## src/rtl/inst_encoder.sv

```systemverilog
// RV32I instruction encoder: packs decoded fields into R/I/S/B/J words and writes them to
// consecutive instruction-memory addresses. Define ENCODER_RANGE_CHECK_EN to reject out-of-range immediates.
module inst_encoder #(
  parameter int          ADDR_WIDTH = 10,
  parameter int unsigned BASE_ADDR  = 0
) (
  input  logic                  clk,
  input  logic                  rst,
  input  logic                  clear,
  input  logic                  fld_valid,
  output logic                  fld_ready,
  input  logic [6:0]            fld_opcode,
  input  logic [2:0]            fld_func3,
  input  logic [6:0]            fld_func7,
  input  logic [4:0]            fld_rd,
  input  logic [4:0]            fld_rs1,
  input  logic [4:0]            fld_rs2,
  input  logic [31:0]           fld_imm,
  input  logic                  fld_last,
  output logic                  imem_we,
  output logic [ADDR_WIDTH-1:0] imem_addr,
  output logic [31:0]           imem_wdata,
  input  logic                  imem_ack,
  output logic [ADDR_WIDTH:0]   count,
  output logic                  done,
  output logic                  err
);

  localparam logic [ADDR_WIDTH-1:0] BASE     = BASE_ADDR[ADDR_WIDTH-1:0];
  localparam logic [ADDR_WIDTH-1:0] ADDR_MAX = '1;
  localparam logic [31:0]           NOP      = 32'h0000_0013;

  localparam logic [6:0] OP_R      = 7'b0110011;
  localparam logic [6:0] OP_IMM    = 7'b0010011;
  localparam logic [6:0] OP_LOAD   = 7'b0000011;
  localparam logic [6:0] OP_JALR   = 7'b1100111;
  localparam logic [6:0] OP_STORE  = 7'b0100011;
  localparam logic [6:0] OP_BRANCH = 7'b1100011;
  localparam logic [6:0] OP_JAL    = 7'b1101111;

  typedef enum logic [1:0] {IDLE, WRITE, DONE} state_t;

  state_t                state_q, state_d;
  logic [ADDR_WIDTH-1:0] addr_q;
  logic [31:0]           wdata_q;
  logic [ADDR_WIDTH:0]   count_q;
  logic                  err_q;
  logic                  last_q;

  logic [31:0] enc_word;
  logic        enc_bad;
  logic        imm_ok;
  logic        fits_12, fits_13, fits_21;

`ifdef ENCODER_RANGE_CHECK_EN
  // Signed-range tests: every bit above the sign bit must replicate it.
  assign fits_12 = (fld_imm[31:11] == {21{fld_imm[11]}});
  assign fits_13 = (fld_imm[31:12] == {20{fld_imm[12]}}) && !fld_imm[0];
  assign fits_21 = (fld_imm[31:20] == {12{fld_imm[20]}}) && !fld_imm[0];
`else
  logic unused_imm;
  assign unused_imm = ^{fld_imm[31:21], fld_imm[0]};
  assign fits_12    = 1'b1;
  assign fits_13    = 1'b1;
  assign fits_21    = 1'b1;
`endif

  // NOTE: every always_comb output gets a default first so no latch is inferred.
  always_comb begin
    enc_word = NOP;
    enc_bad  = 1'b0;
    imm_ok   = 1'b1;
    case (fld_opcode)
      OP_R:
        enc_word = {fld_func7, fld_rs2, fld_rs1, fld_func3, fld_rd, fld_opcode};
      OP_IMM, OP_LOAD, OP_JALR: begin
        enc_word = {fld_imm[11:0], fld_rs1, fld_func3, fld_rd, fld_opcode};
        imm_ok   = fits_12;
      end
      OP_STORE: begin
        enc_word = {fld_imm[11:5], fld_rs2, fld_rs1, fld_func3, fld_imm[4:0], fld_opcode};
        imm_ok   = fits_12;
      end
      OP_BRANCH: begin
        enc_word = {fld_imm[12], fld_imm[10:5], fld_rs2, fld_rs1, fld_func3,
                    fld_imm[4:1], fld_imm[11], fld_opcode};
        imm_ok   = fits_13;
      end
      OP_JAL: begin
        enc_word = {fld_imm[20], fld_imm[10:1], fld_imm[11], fld_imm[19:12], fld_rd, fld_opcode};
        imm_ok   = fits_21;
      end
      default: begin
        enc_word = NOP;
        enc_bad  = 1'b1;
      end
    endcase
    if (!imm_ok) begin
      enc_word = NOP;
      enc_bad  = 1'b1;
    end
  end

  // NOTE: state is updated with non-blocking assignments; the async reset clears it the instant rst rises.
  always_ff @(posedge clk or posedge rst) begin
    if (rst) state_q <= IDLE;
    else     state_q <= state_d;
  end

  always_comb begin
    state_d = state_q;
    case (state_q)
      IDLE:    if (fld_valid) state_d = WRITE;
      WRITE:   if (imem_ack) state_d = (last_q || addr_q == ADDR_MAX) ? DONE : IDLE;
      DONE:    state_d = DONE;
      default: state_d = IDLE;
    endcase
    // Restart wins over everything, including a write still waiting for ack.
    if (clear) state_d = IDLE;
  end

  always_ff @(posedge clk or posedge rst) begin
    if (rst) begin
      addr_q  <= BASE;
      wdata_q <= '0;
      count_q <= '0;
      err_q   <= 1'b0;
      last_q  <= 1'b0;
    end else if (clear) begin
      addr_q  <= BASE;
      count_q <= '0;
      err_q   <= 1'b0;
    end else begin
      case (state_q)
        IDLE: if (fld_valid) begin
          wdata_q <= enc_word;
          last_q  <= fld_last;
          if (enc_bad) err_q <= 1'b1;
        end
        WRITE: if (imem_ack) begin
          count_q <= count_q + 1'b1;
          // The top address ends the program, so the address never wraps.
          if (addr_q != ADDR_MAX) addr_q <= addr_q + 1'b1;
        end
        default: ;
      endcase
    end
  end

  assign fld_ready  = (state_q == IDLE);
  assign imem_we    = (state_q == WRITE);
  assign done       = (state_q == DONE);
  assign imem_addr  = addr_q;
  assign imem_wdata = wdata_q;
  assign count      = count_q;
  assign err        = err_q;

endmodule

```

## config.mk

```make
export PLATFORM = sky130hd
export DESIGN_NAME = inst_encoder
export DESIGN_NICKNAME = d
export VERILOG_FILES = /design/src/rtl/inst_encoder.sv
export SDC_FILE = /design/constraint.sdc
export NUM_CORES = 1
export LEC_CHECK = 0
export BUFFER_PORTS_ARGS = -buffer_cell sky130_fd_sc_hd__buf_2
export CORE_ASPECT_RATIO = 0.8
export CORE_MARGIN = 8
export CORE_UTILIZATION = 48
export CTS_CLUSTER_SIZE = 14
export DETAILED_ROUTE_END_ITERATION = 10
export GPL_ROUTABILITY_DRIVEN = 0
export HOLD_SLACK_MARGIN = 0.1
export PLACE_DENSITY = 0.84
export SLEW_MARGIN = 20
export SYNTH_ARGS = -nofsm -noshare
export SYNTH_HDL_FRONTEND = slang
export SYNTH_SLANG_ARGS = --single-unit
```

## constraint.sdc

```tcl
create_clock -name clk -period 2 [get_ports clk]
set_input_delay 0.2 -clock clk [delete_from_list [all_inputs] [get_ports clk]]
set_output_delay 0.2 -clock clk [all_outputs]
set_load 0.03 [all_outputs]
```

==> results.cfg <==
[placed_design]
place_hpwl_um = 6280
placed_cells = 489
preCtsSetupSlack_ps = 148
count_of_input_and_output_buffers = 115

[power_and_ir_drop]
cellPowerDensity_mw_per_mm2 = 688
total_switching_power_uw = 647
internal_power_uw = 2050
share_clk_of_total_power = 0.455
switching_share = 0.240
vdd.ir_drop.worst_uv = 422
leakage_uw = 0.00188
power.combinational.fraction = 0.106
register_share_of_total_power = 0.440

[logic_synthesis]
synth.lib_cells_used.distinct = 54
avgSynthCellArea_um2 = 10.1
synth_nets = 371
post-synth-top-area-fraction = 0.474
synth_edf_count = 0
ys_async_sr_fraction = 1.00
synth_top_area_cells = sky130_fd_sc_hd__dfrtp_1 (47%), sky130_fd_sc_hd__a22oi_1 (5.2%), sky130_fd_sc_hd__nand2_1 (4.6%)
yosysWarningCount = 0
seq_area_frac_synth = 0.474
netlist_area_mm2 = 0.00301
synth.ff_latch_count = 57
synth.largest_area_cell = sky130_fd_sc_hd__dfrtp_1
synth_flop_cell = sky130_fd_sc_hd__dfrtp_1
netlist_instances = 299

[clocking]
clkSlewWorstSetupHoldPaths_ps = 60
ctsRootBufferMaster = sky130_fd_sc_hd__clkbuf_8
cts.sink_count = 57
clock_latency_ps = 330
h-tree-depth = 3
clock_tree.buffer_depth = 2
tritoncts = built
cts_made_buffers = 9

[global_route]
number_of_global_route_vias_before_repair = 2888
gr-total-overflow = 0
wire_length_of_the_first_global_routing_pass_um = 14000
grt_antenna_before_repair = 0
grt_max_degree = 40
grt_use_total = 0.186

[setup_path]
critPathMaxFanout = 25
worst-endpoint-required_ps = 2240
crit_path_start_kind = flop
worst_r2r_path_cells = 3
worst-setup-path-type = flop to flop
setup.worst_path.end_class = flop
worst_ep_arrival_time_ps = 2080

[cells_and_area]
fraction_of_layout_instances_using_a_drive_strength_above_1 = 0.376
ff_latch_area_mm2 = 0.00143
n_antenna_cell = 0
multi_input_comb_area_mm2 = 0.00146
syn2layout_area_growth_pct = 30.0
finish.cell_count_without_fillers = 506
utilization = 0.655
finalNetCount = 492
fillCellCount = 495

[sta]
timing.fmax_mhz = 542
grt_setup_unrepaired = false
worst_max_slew_margin_expressed_relative_to_the_limit = 0.575
setup_viol_count_final = 0
timing_max_transition_violations_final = 0
worst-slew-pin-transition_ps = 636
worst_hold_slack_ps = 117
finalSetupTns_ps = 0
post-route-worst-setup-slack_ps = 156
post-route-period-util = 0.922
skew_ps = 5.31
finalHoldViolations = 0
fin_crit_ps = 1840

[detailed_routing]
viasPerCell = 5.58
routedWlPerCell_um = 16.9
via_count = 2821
wirelength_um = 8540
drt_drc_violations_left = 0
first_pass_detailed_route_iteration_total = 4
dr.first_iter.drc_count = 160
ant_nets = 0

[worst_hold_path]
holdPathStages = 2
holdCritPathClass = input port to flop

[floorplan]
core_mm2 = 0.00597
floorplan.die_area_mm2 = 0.00908
start_util = 0.504
fp.dieW_um = 105
die_y_um = 86.8
floorplan.io_pins = 127
placement_rows = 25

[run_status]
run_status = finished, final reports clean

[flow_run]
drv.max_cap_violation_count = 0
==> placed cells by master (no fill, tap or decap), drive strengths merged, types with 5 or more instances in the layout <==
cell / n
a21boi: 5
a21oi: 8
a22oi: 24
a2bb2oi: 5
buf: 126
clkbuf: 11
dfrtp: 57
nand2: 37
nand3: 5
nor2: 24
nor3: 9
o21ai: 29
xor2: 10
==> routing by layer <==
| metal | share of wire | track usage |
|---|---|---|
| met5 | 0 | 0 |
| met4 | 0.019 | 0.0695 |
| met3 | 0.080 | 0.0689 |
| met2 | 0.48 | 0.303 |
| met1 | 0.42 | 0.222 |
==> final timing paths <==
path	from	to	slack, ps
setup reg to reg	state_q[0]	imem_wdata[10]	160
hold / removal	fld_last	last_q	120
setup / recovery	state_q[0]	imem_wdata[10]	160
max in group asynchronous	rst	imem_wdata[7]	1030
hold reg to reg	imem_wdata[4]	imem_wdata[4]	480
min in group asynchronous	rst	imem_wdata[17]	420
==> cells in the mapped netlist (2+ instances only) <==
cell type / count
sky130_fd_sc_hd__a32oi_1: 4
sky130_fd_sc_hd__inv_1: 3
sky130_fd_sc_hd__o2111ai_1: 4
sky130_fd_sc_hd__o21ai_1: 11
sky130_fd_sc_hd__nand3_1: 4
sky130_fd_sc_hd__a21oi_1: 8
sky130_fd_sc_hd__or3_1: 3
sky130_fd_sc_hd__nand4_1: 2
sky130_fd_sc_hd__nor2_1: 24
sky130_fd_sc_hd__a22oi_1: 21
sky130_fd_sc_hd__nor2b_1: 4
sky130_fd_sc_hd__o32ai_1: 2
sky130_fd_sc_hd__nor3_2: 2
sky130_fd_sc_hd__nor3_1: 7
sky130_fd_sc_hd__nand2_1: 37
sky130_fd_sc_hd__or4_1: 3
sky130_fd_sc_hd__o31ai_1: 4
sky130_fd_sc_hd__ha_1: 2
sky130_fd_sc_hd__nand2b_1: 3
sky130_fd_sc_hd__and3_1: 4
sky130_fd_sc_hd__mux2i_1: 4
sky130_fd_sc_hd__dfrtp_1: 57
sky130_fd_sc_hd__o21ai_0: 18
sky130_fd_sc_hd__a22oi_2: 3
sky130_fd_sc_hd__and2_1: 3
sky130_fd_sc_hd__clkbuf_1: 5
sky130_fd_sc_hd__a21boi_0: 5
sky130_fd_sc_hd__buf_6: 6
sky130_fd_sc_hd__a211oi_1: 2
sky130_fd_sc_hd__mux2_2: 3
sky130_fd_sc_hd__buf_2: 5
sky130_fd_sc_hd__xor2_1: 10
sky130_fd_sc_hd__a2bb2oi_1: 5
==> repair_timing <==
action,CTS,global route
resized for setup,0,0
setup buffers,0,0
hold buffers,1,0
endpoints found under the hold margin,18,0
==> power groups by stage <==
stage / combinational, uW / sequential [uW] / clock [uW]
CTS: 287 / 1190 / 1260
detailed placement: 283 / 1210 / 0
global route: 311 / 1190 / 1300
finish: 285 / 1190 / 1230
global placement: 278 / 1210 / 0
floorplan: 142 / 1230 / 0
==> worst max-delay path, cell delays in order (launching register included) <==
cell,delay [ps]
sky130_fd_sc_hd__dfrtp_1,440
sky130_fd_sc_hd__or4b_4,670
sky130_fd_sc_hd__o21bai_4,370
sky130_fd_sc_hd__o21ai_0,260
==> cell type report <==
class | count | share of cell area
Tap cell | 81 | 0.0259
Multi-Input combinational cell | 222 | 0.372
Clock inverter | 5 | 0.0198
Clock buffer | 11 | 0.0387
Timing Repair Buffer | 127 | 0.177
Sequential cell | 57 | 0.364
Inverter | 3 | 0.00288
==> registers in the layout, summed over array words and instances (netlist names) <==
register	count
imem_wdata	32
imem_addr	10
state_q	2
err	1
count	11
last_q	1
==> cells by family after synthesis <==
logic type	count (synthesis)	share of synthesized area
multiplexers	7	0.0245
adder cells (fa/ha/maj)	2	0.00831
AO/OA/AOI/OAI	94	0.225
AND/OR/NAND/NOR	108	0.193
XOR/XNOR	11	0.0320
buffers and inverters	20	0.0432
flip-flops	57	0.474
==> stage by stage <==
| step | total power (uW) | area [um2] |
|---|---|---|
| after CTS | 2730 | 3920 |
| after global placement | 1480 | 3680 |
| after detailed placement | 1490 | 3680 |
| final | 2700 | 3920 |
| after global routing | 2800 | 3920 |
| after floorplan | 1370 | 3010 |
Power figures use the tool's default switching activity.
